[src/rtl/pipe_hazard_pkg.sv]
// Shared types and constants for the pipeline hazard controller.
package pipe_hazard_pkg;

  typedef enum logic [1:0] {
    IDLE  = 2'd0,
    WAIT  = 2'd1,
    GRANT = 2'd2
  } chan_state_t;

  localparam int unsigned STG_PC    = 0;
  localparam int unsigned STG_IFID  = 1;
  localparam int unsigned STG_IDEX  = 2;
  localparam int unsigned STG_EXMEM = 3;
  localparam int unsigned STG_MEMWB = 4;

  // Width of a wait counter that must hold the value TIMEOUT (min 1 bit).
  function automatic int unsigned wait_cnt_width(input int unsigned timeout);
    return (timeout > 0) ? $clog2(timeout + 1) : 1;
  endfunction

endpackage

[src/rtl/mem_chan_fsm.sv]
// One memory request channel: IDLE/WAIT/GRANT tracking, wait counter and
// sticky timeout flag.
module mem_chan_fsm
  import pipe_hazard_pkg::*;
#(
  parameter int unsigned TIMEOUT = 1024
) (
  input  logic clk,
  input  logic reset,
  input  logic req,
  input  logic complete,
  input  logic freeze,
  output logic stall,
  output logic grant,
  output logic timeout_err
);

  localparam int unsigned      CW   = wait_cnt_width(TIMEOUT);
  localparam logic [CW-1:0]    TMAX = CW'(TIMEOUT);

  chan_state_t       state, state_nxt;
  logic [CW-1:0]     wait_cnt, wait_cnt_nxt;
  logic              err_nxt;

  // State, wait counter and sticky error registers.
  always_ff @(posedge clk) begin
    if (reset) begin
      state       <= IDLE;
      wait_cnt    <= '0;
      timeout_err <= 1'b0;
    end else begin
      state       <= state_nxt;
      wait_cnt    <= wait_cnt_nxt;
      timeout_err <= err_nxt;
    end
  end

  // Next state, stall/grant outputs and wait-counter update.
  always_comb begin
    state_nxt    = state;
    wait_cnt_nxt = '0;
    err_nxt      = timeout_err;
    stall        = 1'b0;
    grant        = 1'b0;

    unique case (state)
      IDLE: begin
        stall = req && !complete;
        if (req) state_nxt = complete ? GRANT : WAIT;
      end
      WAIT: begin
        stall = req && !complete;
        if (complete)  state_nxt = GRANT;
        else if (!req) state_nxt = IDLE;
      end
      GRANT: begin
        grant = 1'b1;
        if (!freeze || !req) state_nxt = IDLE;
      end
      default: state_nxt = IDLE;
    endcase

    // The request cycle that enters WAIT already counts as a wait cycle, so
    // the counter starts at 1 and the flag is visible after TIMEOUT stall cycles.
    if (TIMEOUT != 0 && state_nxt == WAIT) begin
      if (state == IDLE)       wait_cnt_nxt = CW'(1);
      else if (wait_cnt == TMAX) wait_cnt_nxt = wait_cnt;
      else                     wait_cnt_nxt = wait_cnt + CW'(1);
      if (wait_cnt_nxt == TMAX) err_nxt = 1'b1;
    end
  end

endmodule

[src/rtl/pipe_hazard_ctrl.sv]
// Pipeline stall/bubble controller: freezes all stages while any memory
// channel waits, inserts load/store bubbles, and counts stall/bubble cycles.
module pipe_hazard_ctrl
  import pipe_hazard_pkg::*;
#(
  parameter int unsigned NUM_STAGES  = 5,
  parameter int unsigned NUM_CH      = 2,
  parameter int unsigned HOLD_STAGES = 2,
  parameter int unsigned CNT_W       = 16,
  parameter int unsigned TIMEOUT     = 1024
) (
  input  logic                  clk,
  input  logic                  reset,
  input  logic [NUM_CH-1:0]     mem_req,
  input  logic [NUM_CH-1:0]     mem_complete,
  input  logic                  ex_mem_access,
  output logic [NUM_STAGES-1:0] stage_we,
  output logic                  bubble,
  output logic                  freeze,
  output logic [NUM_CH-1:0]     chan_grant,
  output logic [NUM_CH-1:0]     timeout_err,
  output logic [CNT_W-1:0]      stall_cycles,
  output logic [CNT_W-1:0]      bubble_cycles
);

  logic [NUM_CH-1:0] stall;
  logic [NUM_CH-1:0] grant;

  for (genvar c = 0; c < NUM_CH; c++) begin : g_chan
    mem_chan_fsm #(
      .TIMEOUT (TIMEOUT)
    ) u_chan (
      .clk         (clk),
      .reset       (reset),
      .req         (mem_req[c]),
      .complete    (mem_complete[c]),
      .freeze      (freeze),
      .stall       (stall[c]),
      .grant       (grant[c]),
      .timeout_err (timeout_err[c])
    );
  end

  // Enable/bubble priority: reset > freeze > bubble > pass-through.
  always_comb begin
    freeze     = 1'b0;
    bubble     = 1'b0;
    stage_we   = '1;
    chan_grant = '0;
    if (!reset) begin
      chan_grant = grant;
      if (|stall) begin
        freeze   = 1'b1;
        stage_we = '0;
      end else if (ex_mem_access) begin
        bubble = 1'b1;
        stage_we[STG_PC +: HOLD_STAGES] = '0;
      end
    end
  end

  // Saturating performance counters.
  always_ff @(posedge clk) begin
    if (reset) begin
      stall_cycles  <= '0;
      bubble_cycles <= '0;
    end else begin
      if (freeze && stall_cycles != '1)  stall_cycles  <= stall_cycles + CNT_W'(1);
      if (bubble && bubble_cycles != '1) bubble_cycles <= bubble_cycles + CNT_W'(1);
    end
  end

endmodule

[config.mk]
export PLATFORM = sky130hd
export DESIGN_NAME = pipe_hazard_ctrl
export DESIGN_NICKNAME = d
export VERILOG_FILES = /design/src/rtl/pipe_hazard_pkg.sv /design/src/rtl/mem_chan_fsm.sv /design/src/rtl/pipe_hazard_ctrl.sv
export SDC_FILE = /design/constraint.sdc
export NUM_CORES = 1
export LEC_CHECK = 0
export ABC_AREA = 1
export ABC_CLOCK_PERIOD_IN_PS = 4690
export CAP_MARGIN = 10
export CORE_MARGIN = 2
export CORE_UTILIZATION = 38
export DETAILED_ROUTE_END_ITERATION = 8
export MAX_ROUTING_LAYER = met4
export PLACE_DENSITY_LB_ADDON = 0.15
export SYNTH_ARGS = -nofsm -noshare
export SYNTH_HDL_FRONTEND = slang
export SYNTH_SLANG_ARGS = --single-unit
[constraint.sdc]
create_clock -name clk -period 4.69 [get_ports clk]
set_input_delay 0.938 -clock clk [delete_from_list [all_inputs] [get_ports clk]]
set_output_delay 0.938 -clock clk [all_outputs]
set_load 0.05 [all_outputs]
======== Word-level counts from Yosys, hierarchy flattened ========
Index checks and enable logic that the tools add are counted.
storage, ports and cells
  memories ................................ 0
  bits in read-only memories .............. 0
  bits in writable memories ............... 0
  latch bits .............................. 0
  logic and storage cells ................. 78
  register bits after elaboration ......... 60
  input port bits ......................... 7
operators by class
  reductions and logical operators ........ 20
  shifts and indexed selects .............. 0
  $lt $le $gt $ge ......................... 0
  multiplexer cells ....................... 32
  $add $sub $neg .......................... 4
  bitwise gates (word level) .............. 2
  multipliers ............................. 0
  eq/ne operators ......................... 12
  divide/modulo/power cells ............... 0
operators by type and width
  operator                 count
  $mux W11                 6
  $eq A11 B11 Y1 const B   4
  $add A16 B1 Y16 const B  2
  $ne A16 B16 Y1 const B   2
  $mux W2                  13
  $add A11 B1 Y11 const B  2
  $pmux W2 S3              2
  $reduce_or A2 Y1         5
  $mux W1                  9
  $eq A2 B1 Y1 const B     4
  $logic_not A1 Y1         5
  $mux W5                  1
  $eq A2 B2 Y1 const B     2
  $logic_and A1 B1 Y1      4
  $logic_not A2 Y1         2
  $reduce_and A2 Y1        2
  $mux W3                  1
  $logic_or A1 B1 Y1       2
  $not A1 Y1               2

======== Depth between registers and ports, before layout ========
Gate-level depths: netlist of run 1.
  depth after elaboration ................. 14
  depth in mapped cells ................... 13

======== Hierarchy ========
A second synthesis of run 1 with hierarchy kept.
unflattened totals
  cell total of the unflattened synthesis .. 555
  area total of the unflattened synthesis .. 3623.5 um2
by module, submodules not included
  module            cells each  instances  area an instance (um2)
  pipe_hazard_ctrl  309         1          1996.9
  mem_chan_fsm      123         2          813.3

======== Least setup slack after synthesis of run 1 ========
OpenSTA, ideal clock, no wires.
  kind .................................... input to output
  start point ............................. in mem_complete[0]
  end point ............................... out stage_we[1]
  arrival time ............................ 2.686 ns
  stages .................................. 5
  required time ........................... 3.752 ns
  path slack .............................. 1.066 ns
  cells stage by stage .................... inv_1 nand3_2 nand2_4 o21ai_0 buf_4
between the ends
  word-level cells in the longest chain between the ends .. 6
RTL lines
  element              RTL line                                RTL
  start, declared      pipe_hazard_ctrl.sv:15                  input logic [NUM_CH-1:0] mem_complete,
  $logic_not A1 Y1     mem_chan_fsm.sv:48, mem_chan_fsm.sv:52
  $logic_and A1 B1 Y1  mem_chan_fsm.sv:48, mem_chan_fsm.sv:52
  $mux W1              n/a
  $reduce_or A2 Y1     pipe_hazard_ctrl.sv:52                  if (|stall) begin
  $mux W2              pipe_hazard_ctrl.sv:52
  $mux W5              pipe_hazard_ctrl.sv:50                  if (!reset) begin
  end, declared        pipe_hazard_ctrl.sv:17                  output logic [NUM_STAGES-1:0] stage_we,
Every way passes these cells.

======== Worst setup path after layout of run 1 ========
  start point ............................. in mem_complete[0]
  end point ............................... out freeze
between the ends
  word-level cells in the longest chain between the ends .. 6
RTL lines
  element              RTL line                                RTL
  $logic_not A1 Y1     mem_chan_fsm.sv:48, mem_chan_fsm.sv:52
  $logic_and A1 B1 Y1  mem_chan_fsm.sv:48, mem_chan_fsm.sv:52
  $mux W1              n/a
  $reduce_or A2 Y1     pipe_hazard_ctrl.sv:52
  $mux W1              pipe_hazard_ctrl.sv:52
  $mux W1              pipe_hazard_ctrl.sv:50
  end, declared        pipe_hazard_ctrl.sv:19                  output logic freeze,
Every way passes these cells.

==> results of run 1 <==
sequential cells by signal (all words and copies together) (netlist names):
| signal | count |
|---|---|
| g_chan.u_chan.timeout_err | 2 |
| g_chan.u_chan.state | 4 |
| g_chan.u_chan.wait_cnt | 22 |
| stall_cycles | 16 |
| bubble_cycles | 16 |
path summary, 6_finish.rpt:
check,endpoint,slack [ps],cells past startpoint
max,freeze,1060,7
min,g_chan[0].u_chan.timeout_err,450,2
max reg2reg,g_chan[1].u_chan.timeout_err,2970,9
min reg2reg,g_chan[0].u_chan.timeout_err,450,2
synth_stat cells (all sizes together), types with 2 or more instances:
library cell and count:
dfxtp 60, a211oi 2, inv 65, a21oi 23
nand2 102, nor3 24, ha 6, nand3 33
buf 9, nor4 2, clkinv 2, xor2 6
nor2 87, o21a 2, nand4 12, xnor2 3
nand3b 3, o21bai 3, nor3b 3, o21ai 27
and3 2, clkbuf 3
metrics by stage:
step / utilization [%] / cell area (um2) / hold WS, ps / setup slack, ps
final: 47.6 / 4110 / 454 / 1060
after CTS: 47.6 / 4110 / 461 / 1040
after floorplan: - / 3360 / 430 / 1070
after global placement: 45.3 / 3910 / 443 / 1040
after global routing: 47.6 / 4110 / 494 / 970
after detailed placement: 45.3 / 3910 / 449 / 1030
power by group through the flow:
stage	registers, mW	logic [mW]	clock network [mW]
finish	0.520	0.0974	0.478
global route	0.520	0.106	0.508
CTS	0.520	0.0986	0.488
detailed placement	0.531	0.0985	0
global placement	0.531	0.0975	0
floorplan	0.539	0.0633	0
per-layer routing:
metal	part of all wire (%)	vias to the layer above
li1	-	1684
met1	50	1472
met2	44	71
met3	4.0	12
met4	1.7	0
met5	0	-
worst reg2reg max path, cell delays in order, from the launching register on:
cell	delay (ps)
dfxtp_1	420
ha_1	230
nand3_2	130
nor2_2	130
nand2_1	110
o21ai_1	140
nand3_1	110
nor2_1	150
nand3_1	110
a21oi_1	130
area by class of cell:
type                    instances  area, um2
multi-input cells             347       1820
clock inverters                 7       77.6
flip-flops and latches         60       1200
well taps                     108        135
clock buffers                   9        124
repair buffers                 52        498
inverters                      67        259
fillers                       882       4520
kinds of logic after synthesis:
logic type	Yosys count	synth area share [%]
flops	60	35.7
xor+xnor	9	2.34
simple gates	270	39.3
compound gates	62	10.2
buf+inv	79	10.2
fa+ha+maj	6	2.23
==> reports/metrics.yaml, run 1 <==
layout_common_cells: "nand2_1, nor2_1, dfxtp_1, inv_1, clkdlybuf4s50_1"
vias: 3239
core_region_area_um2: 8640
die_x_um: 98.1
fin_nets: 550
path_cells: "clkdlybuf4s50_1 > inv_1 > nand3_2 > nand2_4 > nand2_4 > clkinv_4 > clkdlybuf4s50_1"
grt_max_degree: 23
start_kind: "input pin"
setup_viol: 0
synth-seq-cells: 60
gp_congestion: 0.838
globalRouteMet2Util_pct: 26.1
worstSetupEndpointType: "output port"
cts_max_level: 3
crit_buf_inv: 4
status: "completed"
yosysSeqAreaShare_pct: 35.7
cts_tree: "built"
ys_types: 47
routed_wl_um: 7780
p_sw_share_pct: 27.8
slowest_stage: "clkdlybuf4s50_1"
initial_core_util_pct: 38.9
grt_pass1_wl_um: 13200
ys_top_cells_by_area: "dfxtp_1, nand2_1, nor2_1, inv_1, nand3_1"
busiest_layer: "met2"
slew_headroom_pct: 65.7
grtUsageMet1_pct: 22.8
powerDensity_nw_per_um2: 266
p_seq_share_pct: 47.4
placedCellCount: 634
syn_nets: 499
synth_top_area_share_pct: 35.7
cts.sinks: 60
cts.repair.resized: 0
cp_max_fo: 5
yosysWarnings: 0
vdd_drop_max_mv: 0.117
root_buffer: "clkbuf_8"
firstDrtPassIters: 4
cts-buffers-inserted: 9
hold_class: "reg -> reg"
met3_usage_pct: 2.65
crit_start: "mem_complete[0]"
grt_usage_pct: 17.3
io_pins: 50
power_frac_comb_pct: 8.9
synth_edf_count: 0
layout-drive-gt1-share_pct: 12.2
routed_via_density: 4.98
insertion_delay_ps: 350
dieArea_um2: 9620
max_freq_mhz: 275
slew_viol_final: 0
max_stage_delay_ps: 790
internal-power_uw: 790
synthArstFlopShare_pct: 0
ys.flop_type: "dfxtp_1"
layout_commonest_cell: "nand2_1"
cts.path.max_buffers: 2
post_cts_buffers: 0
switching_power_uw: 305
clock_skew_ps: 12.7
cap_violations: 0
overflow: 0
area_growth_pct: 22.4
post-route-drc-count: 0
min_from: "g_chan[0].u_chan.timeout_err"
fin_cells: 650
pwr-share-clk_pct: 43.7
cp.required_ps: 3750
finalCriticalPeriod_ps: 3630
io_buffer_count: 49
avgRoutedWirePerCell_um: 12.0
path_class: "in -> out"
arrival_ps: 2700
cts_hold_buf: 0
cp_top_family: "buffers and inverters"
rows: 34
drt_iter0_markers: 73
rsz0062_at_grt: "no"
r2r-start: "g_chan[1].u_chan.wait_cnt[0]"
p_leak_nw: 1.53
avgSynthCellArea_um2: 6.92
cts.clk_slew.worst_paths_ps: 70
dp_hpwl_um: 5800
hold_viol_final: 0
synthesis.area_um2: 3360
num_antenna_cells: 0
synth_top_cell_by_area: "dfxtp_1"
netlist_instances: 486
grt_pass1_vias: 3020
ant_nets: 0
fin_tns_setup_ps: 0
totalPowerFinal_mw: 1.10
die_y_um: 98.1
max_slew.worst_pin.slew_ps: 512
period_share_pct: 77.5
antenna_found_initial: 0
Note: power is estimated with default switching activity, not from simulation.
==> inputs of run 2 (changes only) <==
--- a/config.mk
+++ b/config.mk
@@ -6,7 +6,7 @@
 export NUM_CORES = 1
 export LEC_CHECK = 0
 export ABC_AREA = 1
-export ABC_CLOCK_PERIOD_IN_PS = 4690
+export ABC_CLOCK_PERIOD_IN_PS = 3400
 export CAP_MARGIN = 10
 export CORE_MARGIN = 2
 export CORE_UTILIZATION = 38
==> constraint.sdc (replaced) <==
create_clock -name clk -period 3.4 [get_ports clk]
set_input_delay 0.68 -clock clk [delete_from_list [all_inputs] [get_ports clk]]
set_output_delay 0.68 -clock clk [all_outputs]
set_load 0.05 [all_outputs]
==> reports/metrics.yaml, run 2 (synthesis gave the netlist of run 1 again) <==
arrival_ps: 1940
p_leak_nw: 1.57
slew_viol_final: 0
dieArea_um2: 9620
crit_buf_inv: 3
insertion_delay_ps: 340
antenna_found_initial: 0
fin_cells: 649
cts_tree: "built"
grt_usage_pct: 17.4
routed.top_layer: "met4"
wl_met3_um: 354
io_buffer_count: 49
cts-buffers-inserted: 9
layout_commonest_cell: "nand2_1"
period_share_pct: 77.1
max_slew.worst_pin.slew_ps: 512
worstSetupEndpointType: "output port"
ant_nets: 0
route.met2.wl_um: 3410
routed_wl_um: 7850
max_freq_mhz: 382
gp_congestion: 0.861
cts.sinks: 60
grt_max_degree: 13
cap_violations: 0
die_y_um: 98.1
dp_hpwl_um: 5990
max_stage_delay_ps: 460
layout_common_cells: "nand2_1, nor2_1, dfxtp_1, inv_1, clkdlybuf4s50_1"
cts_max_level: 3
cts.clk_slew.worst_paths_ps: 60
root_buffer: "clkbuf_8"
cp_top_family: "buffers and inverters"
r2r-start: "stall_cycles[0]"
cts.path.max_buffers: 2
hold_class: "reg -> reg"
path_class: "in -> out"
slew_headroom_pct: 65.8
wl_met1_um: 3980
io_pins: 50
hold_viol_final: 0
clock_skew_ps: 5.58
crit_start: "reset"
powerDensity_nw_per_um2: 351
post-route-drc-count: 0
rows: 34
drt_iter0_markers: 122
post_cts_buffers: 0
slowest_stage: "clkdlybuf4s50_1"
cts.repair.resized: 0
largestRegisters: "g_chan.u_chan.wait_cnt: 22 flops, bubble_cycles: 16 flops, stall_cycles: 16 flops"
min_from: "g_chan[0].u_chan.timeout_err"
final_area_um2: 4180
avgRoutedWirePerCell_um: 12.1
die_x_um: 98.1
largest_reg_flops: 22
layout-drive-gt1-share_pct: 12.2
cts_hold_buf: 0
path_cells: "clkdlybuf4s50_1 > buf_4 > nor3_1 > buf_12"
top_register: "g_chan.u_chan.wait_cnt"
vdd_drop_max_mv: 0.153
fin_tns_setup_ps: 0
placedCellCount: 635
cp_max_fo: 9
setup_viol: 0
initial_core_util_pct: 38.9
area_growth_pct: 24.5
core_region_area_um2: 8640
grt_pass1_vias: 2937
fin_nets: 551
place_area_um2: 4010
rsz0062_at_grt: "no"
num_antenna_cells: 0
vias: 3150
start_kind: "input pin"
totalPowerFinal_mw: 1.47
firstDrtPassIters: 4
status: "completed"
routed_via_density: 4.85
overflow: 0
finalCriticalPeriod_ps: 2620
cp.required_ps: 2720
grt_pass1_wl_um: 13300
run 2: worst paths after layout:
| check | end | slack [ps] | cells after the start |
|---|---|---|---|
| setup / recovery | chan_grant[1] | 780 | 4 |
| hold / removal | g_chan[0].u_chan.timeout_err | 460 | 2 |
| hold reg to reg | g_chan[0].u_chan.timeout_err | 460 | 2 |
| setup reg to reg | stall_cycles[8] | 1630 | 10 |
run 2: layout make-up:
cell class,instances,area [um2]
clock buffers,11,131
clock inverters,3,40.0
fillers,892,4450
inverters,67,259
multi-input cells,347,1820
flip-flops and latches,60,1200
well taps,108,135
repair buffers,53,598
run 2: per-layer routing:
metal  vias up  GRT usage [%]
met5         -              -
met3         8           4.22
li1       1675              -
met4         0           6.09
met1      1400           23.2
met2        67           25.8
run 2: through the flow:
stage | hold slack [ps] | util, % | worst slack, ps
6_report | 463 | 48.4 | 779
5_1_grt | 495 | 48.4 | 711
4_1_cts | 474 | 48.4 | 769
3_5_place_dp | 465 | 46.5 | 787
3_3_place_gp | 463 | 46.5 | 808
2_1_floorplan | 430 | - | 292
run 2: worst min-delay path: cells and delay by family, from the launching register on:
kind            cells  cell delay (ps)
compound gates      1               50
buf+inv             1               50
flops               1              320
run 2: where the power goes:
| group | internal (mW) | switching, mW |
|---|---|---|
| clock | 0.328 | 0.271 |
| sequential | 0.710 | 0.00753 |
| combinational | 0.0553 | 0.0954 |
==> inputs of run 3 (changes only) <==
--- a/config.mk
+++ b/config.mk
@@ -6,7 +6,7 @@
 export NUM_CORES = 1
 export LEC_CHECK = 0
 export ABC_AREA = 1
-export ABC_CLOCK_PERIOD_IN_PS = 3400
+export ABC_CLOCK_PERIOD_IN_PS = 2330
 export CAP_MARGIN = 10
 export CORE_MARGIN = 2
 export CORE_UTILIZATION = 38
==> constraint.sdc (replaced) <==
create_clock -name clk -period 2.33 [get_ports clk]
set_input_delay 0.466 -clock clk [delete_from_list [all_inputs] [get_ports clk]]
set_output_delay 0.466 -clock clk [all_outputs]
set_load 0.05 [all_outputs]
==> reports/metrics.yaml, run 3 (synthesis gave the netlist of run 1 again) <==
wl_met3_um: 473
largest_reg_flops: 22
max_freq_mhz: 467
cts_hold_buf: 0
wl_met1_um: 3990
firstDrtPassIters: 4
initial_core_util_pct: 38.9
cts.path.max_buffers: 2
cts_max_level: 3
period_share_pct: 91.9
routed.top_layer: "met4"
cts.clk_slew.worst_paths_ps: 70
grt_max_degree: 13
grt_pass1_wl_um: 13600
start_kind: "input pin"
slew_viol_final: 0
dp_hpwl_um: 5940
cts-buffers-inserted: 9
gp_congestion: 0.843
top_register: "g_chan.u_chan.wait_cnt"
place_ws_ps: 144
dieArea_um2: 9620
status: "completed"
clock_skew_ps: 7.08
die_y_um: 98.1
largestRegisters: "g_chan.u_chan.wait_cnt: 22 flops, bubble_cycles: 16 flops, stall_cycles: 16 flops"
utilization_pct: 49.3
worstSetupEndpointType: "output port"
route.met2.wl_um: 3330
die_x_um: 98.1
insertion_delay_ps: 350
cts.sinks: 60
layout_setup_ws_ps: 188
p_leak_nw: 1.61
cp.required_ps: 1860
area_growth_pct: 26.7
rows: 34
root_buffer: "clkbuf_8"
setup_viol: 0
fin_nets: 554
vias: 3163
hold_class: "reg -> reg"
antenna_found_initial: 0
path_class: "in -> out"
post_cts_buffers: 0
ant_nets: 0
final_area_um2: 4260
num_antenna_cells: 0
io_pins: 50
max_slew.worst_pin.slew_ps: 509
io_buffer_count: 49
grt_pass1_vias: 3050
post-route-drc-count: 0
fin_tns_setup_ps: 0
drt_iter0_markers: 88
hold_viol_final: 0
routed_wl_um: 7920
core_region_area_um2: 8640
routed_via_density: 4.84
cap_violations: 0
cts.repair.resized: 0
place_area_um2: 4040
finalCriticalPeriod_ps: 2140
powerDensity_nw_per_um2: 553
vdd_drop_max_mv: 0.274
avgRoutedWirePerCell_um: 12.1
slew_headroom_pct: 66.0
cts_tree: "built"
grt_usage_pct: 17.6
arrival_ps: 1680
overflow: 0
layout-drive-gt1-share_pct: 13.4
layout_common_cells: "nand2_1, nor2_1, dfxtp_1, inv_1, clkdlybuf4s50_1"
rsz0062_at_grt: "no"
layout_commonest_cell: "nand2_1"
cp_max_fo: 5
[run 3: stage by stage]
stage          instances  total power, mW  hold WS, ps
2_1_floorplan        486             1.21          430
3_3_place_gp         638             1.30          441
3_5_place_dp         638             1.30          453
4_1_cts              654             2.37          466
5_1_grt              654             2.44          482
6_report             654             2.35          461
[run 3: power by group]
group          switching, mW  internal (mW)  leakage, nW
logic                  0.144         0.0836         1.02
clock network          0.452          0.629        0.105
registers             0.0109           1.03        0.485
total                  0.607           1.75         1.61
[run 3: critical path: stages]
cell	delay, ps
clkdlybuf4s50_1	480
inv_1	60
nand3_2	130
nand2_4	100
o21ai_1	130
buf_4	160
buf_12	140
[run 3: final timing paths]
| path | from | endpoint | slack (ps) | cells after the start |
|---|---|---|---|---|
| min reg2reg | g_chan[0].u_chan.timeout_err | g_chan[0].u_chan.timeout_err | 460 | 2 |
| max | mem_complete[0] | stage_we[1] | 190 | 7 |
| min | g_chan[0].u_chan.timeout_err | g_chan[0].u_chan.timeout_err | 460 | 2 |
| max reg2reg | stall_cycles[0] | stall_cycles[8] | 590 | 10 |
[run 3: metal layers]
layer	vias to the layer above	global-route usage, %
met2	75	26.1
met3	11	5.37
met5	-	-
li1	1684	-
met4	0	7.16
met1	1393	22.4
[run 3: area by class of cell]
cell class,instances,area (um2)
timing repair buffer,56,621
clock inverter,6,87.6
multi-input combinational,347,1820
tap,108,135
clock buffer,10,138
sequential,60,1200
inverter,67,259
fill,853,4380
